$ cat src/rtl/kv_pkg.sv
// kv_pkg: shared widths, command record and FSM state type for the key-value request sequencer
package kv_pkg;
  localparam int KV_AW = 7;
  localparam int KV_DW = 7;
  typedef struct packed {
    logic             we;
    logic             adr_is_key;
    logic             dat_is_key;
    logic [KV_AW-1:0] adr;
    logic [KV_DW-1:0] dat;
  } kv_cmd_t;
  typedef enum logic [1:0] {IDLE, REQ, RSP} kv_state_t;
endpackage

$ cat src/rtl/kv_cmd_fifo.sv
// kv_cmd_fifo: power-of-two command FIFO; no bypass, pushes while full are dropped
module kv_cmd_fifo
  import kv_pkg::*;
#(
  parameter int  DEPTH = 4,
  parameter type T     = kv_cmd_t
) (
  input  logic                     clk,
  input  logic                     rst_n,
  input  logic                     push,
  input  logic                     pop,
  input  T                         wdata,
  output T                         rdata,
  output logic                     full,
  output logic                     empty,
  output logic [$clog2(DEPTH):0]   count
);
  localparam int PW = $clog2(DEPTH);
  localparam int CW = PW + 1;
  T mem [DEPTH];
  logic [PW-1:0] wr_ptr, rd_ptr;
  logic do_push, do_pop;
  assign full    = count == CW'(DEPTH);
  assign empty   = count == '0;
  assign do_push = push && !full;
  assign do_pop  = pop && !empty;
  assign rdata   = mem[rd_ptr];
  always_ff @(posedge clk) if (do_push) mem[wr_ptr] <= wdata;
  always_ff @(posedge clk or negedge rst_n) begin
    if (!rst_n) begin
      wr_ptr <= '0;
      rd_ptr <= '0;
      count  <= '0;
    end else begin
      if (do_push) wr_ptr <= wr_ptr + PW'(1);
      if (do_pop) rd_ptr <= rd_ptr + PW'(1);
      count <= count + CW'(do_push) - CW'(do_pop);
    end
  end
endmodule

$ cat src/rtl/kv_req_sequencer.sv
// kv_req_sequencer: queues host commands and runs them one at a time against the
// key-value store's strobe/ACK port, returning one response (data, dup, timeout) per command
module kv_req_sequencer
  import kv_pkg::*;
#(
  parameter int AW      = 7,
  parameter int DW      = 7,
  parameter int DEPTH   = 4,
  parameter int TIMEOUT = 255
) (
  input  logic          sys_clk,
  input  logic          sys_rst_1,
  input  logic          cmd_valid,
  output logic          cmd_ready,
  input  logic          cmd_we,
  input  logic          cmd_adr_is_key,
  input  logic          cmd_dat_is_key,
  input  logic [AW-1:0] cmd_adr,
  input  logic [DW-1:0] cmd_dat,
  output logic          kv_stb_o,
  output logic          kv_we_o,
  output logic          kv_adr_is_key_o,
  output logic          kv_dat_is_key_o,
  output logic [AW-1:0] kv_adr_o,
  output logic [DW-1:0] kv_dat_o,
  input  logic          kv_ack_i,
  input  logic [DW-1:0] kv_dat_i,
  input  logic          kv_dup_i,
  output logic          rsp_valid,
  input  logic          rsp_ready,
  output logic [DW-1:0] rsp_dat,
  output logic          rsp_dup,
  output logic          rsp_timeout,
  output logic          busy
);
  localparam int TW = $clog2(TIMEOUT + 1);
  localparam int CW = $clog2(DEPTH) + 1;
  typedef struct packed {
    logic          we;
    logic          adr_is_key;
    logic          dat_is_key;
    logic [AW-1:0] adr;
    logic [DW-1:0] dat;
  } cmd_t;
  kv_state_t state, nxt;
  cmd_t cmd_in, head;
  logic full, empty, pop, ack, expire;
  logic [CW-1:0] count;
  logic [TW-1:0] tmo;
  assign cmd_in    = '{we: cmd_we, adr_is_key: cmd_adr_is_key, dat_is_key: cmd_dat_is_key,
                       adr: cmd_adr, dat: cmd_dat};
  assign cmd_ready = !full;
  assign pop       = state == IDLE && !empty;
  assign ack       = state == REQ && kv_ack_i;
  // ACK wins over an expiry landing on the same edge
  assign expire    = state == REQ && !kv_ack_i && tmo == TW'(TIMEOUT - 1);
  assign busy      = state != IDLE || count != '0;
  kv_cmd_fifo #(.DEPTH(DEPTH), .T(cmd_t)) u_fifo (
    .clk(sys_clk), .rst_n(sys_rst_1), .push(cmd_valid), .pop(pop), .wdata(cmd_in),
    .rdata(head), .full(full), .empty(empty), .count(count)
  );
  always_ff @(posedge sys_clk or negedge sys_rst_1) begin
    if (!sys_rst_1) state <= IDLE;
    else state <= nxt;
  end
  always_comb begin
    nxt = state;
    if (pop) nxt = REQ;
    if (ack || expire) nxt = RSP;
    if (state == RSP && rsp_ready) nxt = IDLE;
  end
  always_ff @(posedge sys_clk or negedge sys_rst_1) begin
    if (!sys_rst_1) begin
      kv_stb_o        <= 1'b0;
      kv_we_o         <= 1'b0;
      kv_adr_is_key_o <= 1'b0;
      kv_dat_is_key_o <= 1'b0;
      kv_adr_o        <= '0;
      kv_dat_o        <= '0;
      rsp_valid       <= 1'b0;
      rsp_dat         <= '0;
      rsp_dup         <= 1'b0;
      rsp_timeout     <= 1'b0;
      tmo             <= '0;
    end else begin
      if (pop) begin
        kv_stb_o        <= 1'b1;
        kv_we_o         <= head.we;
        kv_adr_is_key_o <= head.adr_is_key;
        kv_dat_is_key_o <= head.dat_is_key;
        kv_adr_o        <= head.adr;
        kv_dat_o        <= head.dat;
        tmo             <= '0;
      end
      if (state == REQ && !ack && tmo != TW'(TIMEOUT)) tmo <= tmo + TW'(1);
      if (ack || expire) begin
        kv_stb_o    <= 1'b0;
        rsp_valid   <= 1'b1;
        rsp_timeout <= expire;
        rsp_dat     <= ack ? kv_dat_i : '0;
        rsp_dup     <= ack && kv_dup_i;
      end
      if (state == RSP && rsp_ready) rsp_valid <= 1'b0;
    end
  end
endmodule

$ cat config.mk
export PLATFORM = sky130hd
export DESIGN_NAME = kv_req_sequencer
export DESIGN_NICKNAME = d
export VERILOG_FILES = /design/src/rtl/kv_pkg.sv /design/src/rtl/kv_cmd_fifo.sv /design/src/rtl/kv_req_sequencer.sv
export SDC_FILE = /design/constraint.sdc
export NUM_CORES = 1
export LEC_CHECK = 0
export CAP_MARGIN = 10
export CORE_UTILIZATION = 54
export DETAILED_ROUTE_END_ITERATION = 8
export GPL_TIMING_DRIVEN = 0
export PLACE_DENSITY = 0.79
export SLEW_MARGIN = 40
export SYNTH_ARGS = -nofsm -noshare
export SYNTH_HDL_FRONTEND = slang
export SYNTH_SLANG_ARGS = --single-unit
export TNS_END_PERCENT = 5
$ cat constraint.sdc
create_clock -name sys_clk -period 3.17 [get_ports sys_clk]
set_clock_uncertainty 0.05 [all_clocks]
set_input_delay 0.634 -clock sys_clk [delete_from_list [all_inputs] [get_ports sys_clk]]
set_output_delay 0.634 -clock sys_clk [all_outputs]
set_load 0.005 [all_outputs]
== After elaboration in Yosys (flattened, before gate mapping) ==
Memories as Yosys holds them, arrays and structs flattened. A register that Yosys moved wholly into a read port is not among the register bits.
Cells that the tools add are included.
Storage, ports and cells
  output and inout bits: 30
  register bits: 28
  memory bits (writable): 68
  memories kept: 1
Operators by class
  add/sub/neg operators: 5
  mux-type cells: 12
  reduce and logical (&&, ||, !) cells: 25
  equality and inequality tests: 5
Memories
  u_fifo.mem: depth 4, width 17, rd ports 1, clocked after memory_dff 1, wr ports 1, RTL line kv_cmd_fifo.sv:20  | T mem [DEPTH];
Operator list (number)
  $mux 8: 2
  $logic_and 1x1->1: 10
  $add 8x1->8 const B: 1
  $eq 8x8->1 const B: 1
  $ne 8x8->1 const B: 1
  $reduce_bool 2->1: 4
  $mux 7: 1
  $mux 1: 6
  $mux 2: 3
  $reduce_bool 3->1: 2
  $logic_not 1->1: 5
  $add 2x1->2 const B: 2
  $add 3x1->3: 1
  $eq 3x3->1 const B: 1
  $logic_not 3->1: 1
  $sub 3x1->3: 1
  $eq 2x1->1 const B: 1
  $eq 2x2->1 const B: 1
  $logic_not 2->1: 1
  $logic_or 1x1->1: 2

== Depth between registers and ports, before layout ==
Gate-level depths: netlist of run 1.
  depth in word-level cells: 6
  depth in mapped cells: 12
  gate-level depth less buffers: 10

== Modules after synthesis ==
A second synthesis of run 1 with hierarchy kept.
Unflattened totals
  cells, all modules: 300
  area total of the unflattened synthesis: 4616.9 µm²
By module, submodules not included
  kv_cmd_fifo: cells each 130, area each 2969.1 µm², instances 1
  kv_req_sequencer: cells each 170, area each 1647.8 µm², instances 1

== Worst setup path after synthesis of run 1 ==
No wires, ideal clock.
  kind: register to register
  from: register u_fifo.count[1]
  to: register u_fifo.count[2]
  stages on the path, launching flop included: 13
  period minus slack after synthesis: 2.363 ns
  arrival time: 2.187 ns
  library setup time: 0.126 ns
  setup slack: 0.807 ns
  cells stage by stage: dfrtp_1 nor3_2 nand2b_1 buf_6 inv_1 buf_2 ha_1 inv_1 ha_1 inv_1 fa_1 xnor2_1 xnor2_1
Between the ends
  cells in the longest elaborated chain, start to end: 5
RTL lines
  from (decl): RTL line kv_cmd_fifo.sv:16  | output logic [$clog2(DEPTH):0] count
  from (signal assigned): RTL line kv_cmd_fifo.sv:37  | count <= count + CW'(do_push) - CW'(do_pop);
  $logic_not 3->1: RTL line kv_cmd_fifo.sv:24  | assign empty = count == '0;
  $logic_not 1->1: RTL line kv_req_sequencer.sv:53  | assign pop = state == IDLE && !empty;
  $logic_and 1x1->1: RTL line kv_req_sequencer.sv:53
  net pop: RTL line kv_req_sequencer.sv:47  | logic full, empty, pop, ack, expire;
  $logic_and 1x1->1: RTL line kv_cmd_fifo.sv:26  | assign do_pop = pop && !empty;
  $sub 3x1->3: RTL line kv_cmd_fifo.sv:37
The timed path passes the listed nets, and every way through them passes these cells.
A chain may end at the register's enable or synchronous reset.

== Worst setup path in the final report of run 1 ==
Ends and elaborated chain as after synthesis.

==> results of run 1 <==
worst register-to-register path, cell delays in order, from the launching register on:
cell,delay [ps]
sky130_fd_sc_hd__dfrtp_1,440
sky130_fd_sc_hd__nor3_2,230
sky130_fd_sc_hd__nand2b_1,150
sky130_fd_sc_hd__buf_6,130
sky130_fd_sc_hd__inv_1,70
sky130_fd_sc_hd__buf_2,200
sky130_fd_sc_hd__ha_1,320
sky130_fd_sc_hd__inv_1,60
sky130_fd_sc_hd__ha_1,130
sky130_fd_sc_hd__inv_1,50
sky130_fd_sc_hd__fa_1,380
sky130_fd_sc_hd__xnor2_1,150
sky130_fd_sc_hd__xnor2_1,120
logic make-up (layout without fill, tap and decap cells):
| family | Yosys count | in the layout | share of synthesized area [%] |
|---|---|---|---|
| buffers and inverters | 23 | 115 | 2.87 |
| muxes | 21 | 21 | 9.55 |
| AOI/OAI and AO/OA | 22 | 22 | 3.68 |
| and+or+nand+nor | 91 | 91 | 9.36 |
| DFF | 113 | 113 | 70.5 |
| xor gates and xnor gates | 7 | 7 | 1.36 |
| adders and majority gates | 9 | 9 | 2.67 |
what timing repair did:
item,CTS,global route
gates resized for setup,0,0
hold buffers,1,0
endpoints found under the hold margin,13,0
metrics by stage:
stage | worst slack (ps) | power [mW]
final | 580 | 5.70
after global routing | 383 | 6.02
after CTS | 560 | 5.76
after detailed placement | 572 | 3.87
after global placement | 88.3 | 3.79
after floorplan | 807 | 3.18
layout make-up:
cell class	instances	area [um2]
Fill cell	489	2060
Multi-Input combinational cell	150	1200
Buffer	12	87.6
Timing Repair Buffer	61	618
Sequential cell	113	3170
Tap cell	102	128
Clock buffer	21	449
Clock inverter	10	134
Inverter	11	41.3
worst min-delay path by stage:
stage | from | endpoint | cells past startpoint
floorplan | sys_rst_1 | kv_adr_is_key_o | 0
global placement | kv_dat_o[0] | kv_dat_o[0] | 2
detailed placement | kv_we_o | kv_we_o | 2
CTS | kv_we_o | kv_we_o | 2
global route | kv_dat_o[2] | kv_dat_o[2] | 2
finish | kv_we_o | kv_we_o | 2
cell usage after synthesis (all sizes together), types with 7 or more instances:
| cell | count |
|---|---|
| inv | 11 |
| edfxtp | 68 |
| mux4 | 17 |
| dfrtp | 45 |
| nand2 | 56 |
| nand3 | 10 |
| nor2 | 7 |
| o21ai | 8 |
| ha | 8 |
| a22o | 8 |
| buf | 12 |
| xnor2 | 7 |
layer usage:
layer / routed length (um) / track usage, % / vias up
met2: 4340 / 36.5 / 72
met1: 3680 / 27.1 / 1302
met5: 0 / 0 / -
li1: - / - / 1205
met3: 360 / 6.50 / 14
met4: 161 / 9.87 / 0
registers in the layout, indices dropped and copies added, names as in the netlist:
signal / cells
u_fifo.wr_ptr: 2
u_fifo.count: 3
kv_adr_is_key_o: 1
tmo: 8
state: 2
kv_stb_o: 1
rsp_valid: 1
kv_adr_o: 7
kv_dat_is_key_o: 1
rsp_timeout: 1
kv_dat_o: 7
u_fifo.rd_ptr: 2
rsp_dat: 7
u_fifo.mem: 68
rsp_dup: 1
kv_we_o: 1
where the power goes:
part	internal, mW	total (mW)	switching (mW)	leakage (nW)
clock network	1.23	1.86	0.634	0.286
registers	2.01	2.21	0.208	1.18
logic	0.871	1.63	0.754	0.891
total	4.11	5.70	1.60	2.36
==> report_table.html, run 1 <==
<table>
<tr><th>Metric</th><th>Value</th></tr>
<tr><th colspan="2">STA</th></tr>
<tr><td>Final TNS setup</td><td>0 ps</td></tr>
<tr><td>Maximum operating frequency</td><td>386 MHz</td></tr>
<tr><td>Hold violation total from the final report</td><td>0</td></tr>
<tr><td>Final setup fails</td><td>0</td></tr>
<tr><td>Relative slew slack</td><td>between 60% and 70%</td></tr>
<tr><td>Max-slew violation count</td><td>0</td></tr>
<tr><td>Worst Hold Slack</td><td>roughly 420 ps</td></tr>
<tr><td>RSZ-0062 raised after global routing</td><td>no</td></tr>
<tr><td>Time the worst path needs with I/O delays and setup</td><td>~2600 ps</td></tr>
<tr><td>Part of the cycle the worst path needs</td><td>around four fifths</td></tr>
<tr><td>Transition time at the pin with the least slew margin</td><td>approximately 480 ps</td></tr>
<tr><th colspan="2">Outcome</th></tr>
<tr><td>Status</td><td>finished clean</td></tr>
<tr><th colspan="2">Place</th></tr>
<tr><td>DP Wirelength</td><td>5210 um</td></tr>
<tr><td>Weighted congestion reported at the end of routability-driven placement</td><td>roughly 0.77</td></tr>
<tr><td>Number of port buffers</td><td>about 60</td></tr>
<tr><td>Standard cell area after detailed placement</td><td>roughly 5200 um2</td></tr>
<tr><td>Number of cells in the design after placement</td><td>~450</td></tr>
<tr><th colspan="2">Route</th></tr>
<tr><td>Wire length per cell</td><td>about 18 um</td></tr>
<tr><td>Starting DRT DRC Count</td><td>120</td></tr>
<tr><td>DRT antenna net count</td><td>0</td></tr>
<tr><td>Number of search-and-repair iterations in the first detailed-routing pass</td><td>4</td></tr>
<tr><td>Vias per std cell</td><td>between 5 and 6</td></tr>
<tr><td>DRC viols</td><td>0</td></tr>
<tr><td>Total detailed-routing wirelength</td><td>around 8500 um</td></tr>
<tr><td>Vias</td><td>about 2,600</td></tr>
<tr><th colspan="2">Floorplanning</th></tr>
<tr><td>Full die area</td><td>approximately 8700 um2</td></tr>
<tr><td>Initial Util</td><td>between 50% and 60%</td></tr>
<tr><td>Die Height</td><td>just over 90 um</td></tr>
<tr><td>Std-Cell Core Area</td><td>7890 um2</td></tr>
<tr><td>IO Pins</td><td>60</td></tr>
<tr><td>Row count</td><td>32</td></tr>
<tr><td>Chip width</td><td>approximately 93 um</td></tr>
<tr><th colspan="2">Worst setup path</th></tr>
<tr><td>Number of buffer and inverter stages on the critical path</td><td>5</td></tr>
<tr><td>Cell with the most instances on the worst path</td><td>sky130_fd_sc_hd__inv_1</td></tr>
<tr><td>Number of cells traversed by the worst register-to-register path</td><td>12</td></tr>
<tr><td>Required time of the critical path</td><td>about 3500 ps</td></tr>
<tr><td>Delay of the slowest cell on the worst path</td><td>approximately 440 ps</td></tr>
<tr><td>CP Launch Point</td><td>u_fifo.count[1]</td></tr>
<tr><td>Category of the most critical setup path</td><td>reg2reg</td></tr>
<tr><td>Worst-path fanout max</td><td>10</td></tr>
<tr><td>Worst-path cell chain</td><td>nor3_2 &gt; nand2b_1 &gt; buf_6 &gt; inv_1 &gt; buf_2 &gt; ha_1 &gt; inv_1 &gt; ha_1 &gt; inv_1 &gt; fa_1 &gt; xnor2_1 &gt; xnor2_1</td></tr>
<tr><td>Setup slack of the worst register-to-register path</td><td>slightly below 600 ps</td></tr>
<tr><td>Cell type group with the largest total delay on the critical path</td><td>adder cells</td></tr>
<tr><td>Kind of start point of the critical path</td><td>flop</td></tr>
<tr><td>Arrival time of the worst setup path</td><td>2920 ps</td></tr>
<tr><td>Reg-to-Reg Start</td><td>u_fifo.count[1]</td></tr>
<tr><td>Max stage delay cell, worst path</td><td>sky130_fd_sc_hd__dfrtp_1</td></tr>
<tr><td>Critical Path End Type</td><td>flop</td></tr>
<tr><td>Critical path depth</td><td>12</td></tr>
<tr><td>End point of the critical path</td><td>u_fifo.count[2]</td></tr>
<tr><td>Worst r2r dst</td><td>u_fifo.count[2]</td></tr>
<tr><th colspan="2">Power and ir drop</th></tr>
<tr><td>Cell Pwr Density</td><td>around 1000 nW/um2</td></tr>
<tr><td>Worst supply voltage drop on vdd</td><td>544 uV</td></tr>
<tr><td>Leak</td><td>~2.4 nW</td></tr>
<tr><th colspan="2">GRT</th></tr>
<tr><td>First-pass GRT wire length</td><td>around 14,000 um</td></tr>
<tr><td>Antenna violations before repair</td><td>0</td></tr>
<tr><td>Total grt overflow</td><td>0</td></tr>
<tr><td>Pin count of the biggest net entering global routing</td><td>33</td></tr>
<tr><td>Number of global-route vias before repair</td><td>2,716</td></tr>
<tr><td>Overall Global Routing Usage</td><td>22.1%</td></tr>
<tr><th colspan="2">Clock tree</th></tr>
<tr><td>TritonCTS clock tree</td><td>built</td></tr>
<tr><td>Cell at the root of the clock tree</td><td>sky130_fd_sc_hd__clkbuf_8</td></tr>
<tr><td>Post-CTS Setup Repair Bufs</td><td>0</td></tr>
<tr><td>Latest clock arrival within the worst-skew pair</td><td>500 ps</td></tr>
<tr><td>Inserted Clock Buffers</td><td>17</td></tr>
<tr><td>Maximum root-to-sink buffer count</td><td>2</td></tr>
<tr><td>Clk sink count</td><td>113</td></tr>
<tr><td>H-Tree Level Count</td><td>4</td></tr>
<tr><td>Clk slew on worst S/H paths</td><td>60 ps</td></tr>
<tr><th colspan="2">Run</th></tr>
<tr><td>Count of max-cap constraint violations</td><td>0</td></tr>
<tr><th colspan="2">Synth</th></tr>
<tr><td>Nets in the synthesized netlist</td><td>around 330</td></tr>
<tr><td>Flip-flop cell with the highest count after synthesis</td><td>sky130_fd_sc_hd__edfxtp_1</td></tr>
<tr><td>Post-synth EDFFs</td><td>68</td></tr>
<tr><td>Ranking of synthesized cells by area</td><td>sky130_fd_sc_hd__edfxtp_1 45%, sky130_fd_sc_hd__dfrtp_1 25%, sky130_fd_sc_hd__mux4_2 8.5%</td></tr>
<tr><td>Async S/R FF share, synth</td><td>39.8%</td></tr>
<tr><td>Biggest area consumer among synthesized cells</td><td>sky130_fd_sc_hd__edfxtp_1</td></tr>
<tr><td>Cell Area, Synth</td><td>approximately 4500 um2</td></tr>
<tr><td>Post-synthesis cell count</td><td>~290</td></tr>
<tr><td>Share of the synthesized area in the top cell type</td><td>45.4%</td></tr>
<tr><td>Count of unique library cells instantiated by Yosys</td><td>35</td></tr>
<tr><td>#FFs+latches synth</td><td>about 110</td></tr>
<tr><td>Synthesized area divided by synthesized cell count</td><td>15.7 um2</td></tr>
<tr><td>Synthesis warning total</td><td>0</td></tr>
<tr><td>Seq/Total Area, Yosys</td><td>70.5%</td></tr>
<tr><th colspan="2">Final layout</th></tr>
<tr><td>Most used cells in the layout excluding fill and tap cells</td><td>68 x sky130_fd_sc_hd__edfxtp_1, 58 x sky130_fd_sc_hd__clkdlybuf4s50_1, 56 x sky130_fd_sc_hd__nand2_1, 45 x sky130_fd_sc_hd__dfrtp_1, 17 x sky130_fd_sc_hd__mux4_2</td></tr>
<tr><td>Area of all placed cells without fillers</td><td>5830 um2</td></tr>
<tr><td>Most common library cell in the layout ignoring fill and taps</td><td>sky130_fd_sc_hd__edfxtp_1</td></tr>
<tr><td>Area growth from synthesis to layout</td><td>29.7%</td></tr>
<tr><td>Final standard cell count with taps included and fillers excluded</td><td>480</td></tr>
<tr><td>Count of antenna diodes in the layout</td><td>0</td></tr>
<tr><td>Share of cells above drive strength 1</td><td>18.3%</td></tr>
<tr><td>Post-layout nets</td><td>405</td></tr>
<tr><td>Final Util</td><td>between 70 and 80%</td></tr>
<tr><th colspan="2">Worst hold path</th></tr>
<tr><td>Class of the tightest hold or removal check</td><td>reg2reg</td></tr>
</table>
(Power assumes the default switching activity.)
==> inputs of run 2 (changes only) <==
- clock period: 3.17 -> 2.5 ns (I/O delays scaled with it)
==> run 2 against run 1 <==
Effect of this change:
- combinational power increased by 30%
- critical path depth is 1 lower
- wire length about the same
- first-iteration DRC count fell by 1.7%
- highest routed layer unchanged
- sequential power increased by 28%
==> report_table.html, run 2 (same netlist as run 1, synthesis figures left out) <==
<table>
<tr><th>Metric</th><th>Value</th></tr>
<tr><th colspan="2">Route</th></tr>
<tr><td>Vias</td><td>approximately 2,600</td></tr>
<tr><td>DRT antenna net count</td><td>0</td></tr>
<tr><td>Number of search-and-repair iterations in the first detailed-routing pass</td><td>4</td></tr>
<tr><td>Vias per std cell</td><td>approximately 5.4</td></tr>
<tr><td>DRC viols</td><td>0</td></tr>
<tr><td>Total detailed-routing wirelength</td><td>roughly 8500 um</td></tr>
<tr><td>Starting DRT DRC Count</td><td>between 100 and 150</td></tr>
<tr><td>Wire length per cell</td><td>17.8 um</td></tr>
<tr><th colspan="2">Place</th></tr>
<tr><td>Weighted congestion reported at the end of routability-driven placement</td><td>between 0.7 and 0.8</td></tr>
<tr><td>Number of port buffers</td><td>59</td></tr>
<tr><td>Worst slack, placed</td><td>-98.5 ps</td></tr>
<tr><td>DP Wirelength</td><td>roughly 5200 um</td></tr>
<tr><th colspan="2">STA</th></tr>
<tr><td>Final TNS setup</td><td>0 ps</td></tr>
<tr><td>Hold violation total from the final report</td><td>0</td></tr>
<tr><td>Relative slew slack</td><td>approximately two thirds</td></tr>
<tr><td>Final setup fails</td><td>0</td></tr>
<tr><td>Time the worst path needs with I/O delays and setup</td><td>2340 ps</td></tr>
<tr><td>Part of the cycle the worst path needs</td><td>roughly 94%</td></tr>
<tr><td>Transition time at the pin with the least slew margin</td><td>roughly 470 ps</td></tr>
<tr><td>Max-slew violation count</td><td>0</td></tr>
<tr><td>Fin worst setup slack</td><td>161 ps</td></tr>
<tr><td>Maximum operating frequency</td><td>between 400 and 500 MHz</td></tr>
<tr><th colspan="2">Worst setup path</th></tr>
<tr><td>Kind of start point of the critical path</td><td>flop</td></tr>
<tr><td>Critical Path End Type</td><td>flop</td></tr>
<tr><td>Worst-path fanout max</td><td>10</td></tr>
<tr><td>Arrival time of the worst setup path</td><td>2670 ps</td></tr>
<tr><td>Category of the most critical setup path</td><td>reg2reg</td></tr>
<tr><td>Required time of the critical path</td><td>2840 ps</td></tr>
<tr><th colspan="2">Run</th></tr>
<tr><td>Count of max-cap constraint violations</td><td>0</td></tr>
<tr><th colspan="2">Final layout</th></tr>
<tr><td>Register bank with the most flops</td><td>u_fifo.mem</td></tr>
<tr><td>Regs by FF count</td><td>u_fifo.mem (68), tmo (8)</td></tr>
<tr><td>Number of flip-flops in the largest register</td><td>68</td></tr>
<tr><td>Area growth from synthesis to layout</td><td>30.6%</td></tr>
<tr><td>Most common library cell in the layout ignoring fill and taps</td><td>sky130_fd_sc_hd__edfxtp_1</td></tr>
<tr><td>Most used cells in the layout excluding fill and tap cells</td><td>68 x sky130_fd_sc_hd__edfxtp_1, 58 x sky130_fd_sc_hd__clkdlybuf4s50_1, 56 x sky130_fd_sc_hd__nand2_1, 44 x sky130_fd_sc_hd__dfrtp_1, 17 x sky130_fd_sc_hd__mux4_2</td></tr>
<tr><td>Post-layout nets</td><td>slightly above 400</td></tr>
<tr><td>Share of cells above drive strength 1</td><td>20.1%</td></tr>
<tr><td>Count of antenna diodes in the layout</td><td>0</td></tr>
<tr><td>Fillcell total</td><td>480</td></tr>
<tr><th colspan="2">Clock tree</th></tr>
<tr><td>TritonCTS clock tree</td><td>built</td></tr>
<tr><td>Cell at the root of the clock tree</td><td>sky130_fd_sc_hd__clkbuf_8</td></tr>
<tr><td>Clk sink count</td><td>between 100 and 150</td></tr>
<tr><td>H-Tree Level Count</td><td>4</td></tr>
<tr><td>Inserted Clock Buffers</td><td>17</td></tr>
<tr><td>Maximum root-to-sink buffer count</td><td>2</td></tr>
<tr><td>Latest clock arrival within the worst-skew pair</td><td>~500 ps</td></tr>
<tr><td>Clk slew on worst S/H paths</td><td>50 ps</td></tr>
<tr><th colspan="2">GRT</th></tr>
<tr><td>Overall Global Routing Usage</td><td>~22%</td></tr>
<tr><td>Total grt overflow</td><td>0</td></tr>
<tr><td>First-pass GRT wire length</td><td>about 14,000 um</td></tr>
<tr><td>Number of global-route vias before repair</td><td>approximately 2,700</td></tr>
<tr><td>Antenna violations before repair</td><td>0</td></tr>
<tr><td>Pin count of the biggest net entering global routing</td><td>33</td></tr>
<tr><th colspan="2">Outcome</th></tr>
<tr><td>Status</td><td>finished clean</td></tr>
<tr><th colspan="2">Floorplanning</th></tr>
<tr><td>Row count</td><td>32</td></tr>
<tr><td>Chip width</td><td>93.2 um</td></tr>
<tr><td>IO Pins</td><td>60</td></tr>
<tr><td>Die Height</td><td>between 90 and 100 um</td></tr>
<tr><td>Full die area</td><td>approximately 8700 um2</td></tr>
<tr><td>Initial Util</td><td>a little under three fifths</td></tr>
<tr><td>Std-Cell Core Area</td><td>between 7000 and 8000 um2</td></tr>
<tr><th colspan="2">Worst hold path</th></tr>
<tr><td>Class of the tightest hold or removal check</td><td>in2async</td></tr>
<tr><th colspan="2">Power and ir drop</th></tr>
<tr><td>Worst supply voltage drop on vdd</td><td>roughly 690 uV</td></tr>
<tr><td>Cell Pwr Density</td><td>roughly 1200 nW/um2</td></tr>
<tr><td>Leak</td><td>between 2 and 2.5 nW</td></tr>
</table>
run 2: power by group:
part | switching (mW) | internal [mW] | total (mW)
clock | 0.801 | 1.56 | 2.36
combinational | 0.974 | 1.15 | 2.12
sequential | 0.280 | 2.55 | 2.83
total | 2.05 | 5.25 | 7.31
run 2: what timing repair did:
action                                  in CTS  in global routing
pin swaps                                    1                  2
endpoints found under the hold margin       13                  0
endpoints found under the setup margin       1                  2
buffers inserted                             1                  1
hold buffers                                 1                  0
gates resized for setup                      4                  6
run 2: through the flow:
stage	total power, mW	cell area (um2)	hold slack (ps)	util (%)	std cells
floorplan	4.04	4490	154	-	286
global placement	4.81	5210	408	66.1	447
detailed placement	4.90	5230	326	66.4	448
CTS	7.34	5850	334	74.2	481
global route	7.72	5870	348	74.4	481
finish	7.31	5870	351	74.4	481
run 2: metal layers:
metal | up-vias | routed length [um] | track usage (%) | share of wire (%)
met5 | - | 0 | 0 | 0
met4 | 0 | 170 | 9.87 | 2.0
met3 | 16 | 351 | 6.50 | 4.1
met2 | 71 | 4370 | 36.5 | 51
met1 | 1320 | 3650 | 27.2 | 43
li1 | 1206 | - | - | -
run 2: final cells by class:
type                            instances  area, um2  share of cell area, %
Inverter                               11       41.3                  0.703
Tap cell                              102        128                   2.17
Multi-Input combinational cell        150       1230                   21.0
Timing Repair Buffer                   63        633                   10.8
Buffer                                 11       82.6                   1.41
Clock buffer                           21        449                   7.65
Sequential cell                       113       3170                   54.0
Clock inverter                         10        134                   2.28
run 2: final timing paths:
kind,start,endpoint,slack [ps],depth (start not counted)
setup / recovery,u_fifo.count[2],u_fifo.count[2],160,11
hold / removal,sys_rst_1,tmo[6],350,2
setup reg to reg,u_fifo.count[2],u_fifo.count[2],160,11
hold reg to reg,kv_we_o,kv_we_o,420,2
max in group asynchronous,sys_rst_1,u_fifo.count[1],1600,3
min in group sys_clk,kv_we_o,kv_we_o,420,2
run 2: worst max-delay path, stage by stage (launching register included):
cell and delay [ps]:
sky130_fd_sc_hd__dfrtp_1 400, sky130_fd_sc_hd__nor3_4 200, sky130_fd_sc_hd__nand2b_4 200, sky130_fd_sc_hd__inv_2 70, sky130_fd_sc_hd__buf_6 140, sky130_fd_sc_hd__ha_1 290
sky130_fd_sc_hd__inv_1 60, sky130_fd_sc_hd__ha_1 130, sky130_fd_sc_hd__inv_1 50, sky130_fd_sc_hd__fa_2 370, sky130_fd_sc_hd__xnor2_2 140, sky130_fd_sc_hd__xnor2_1 120
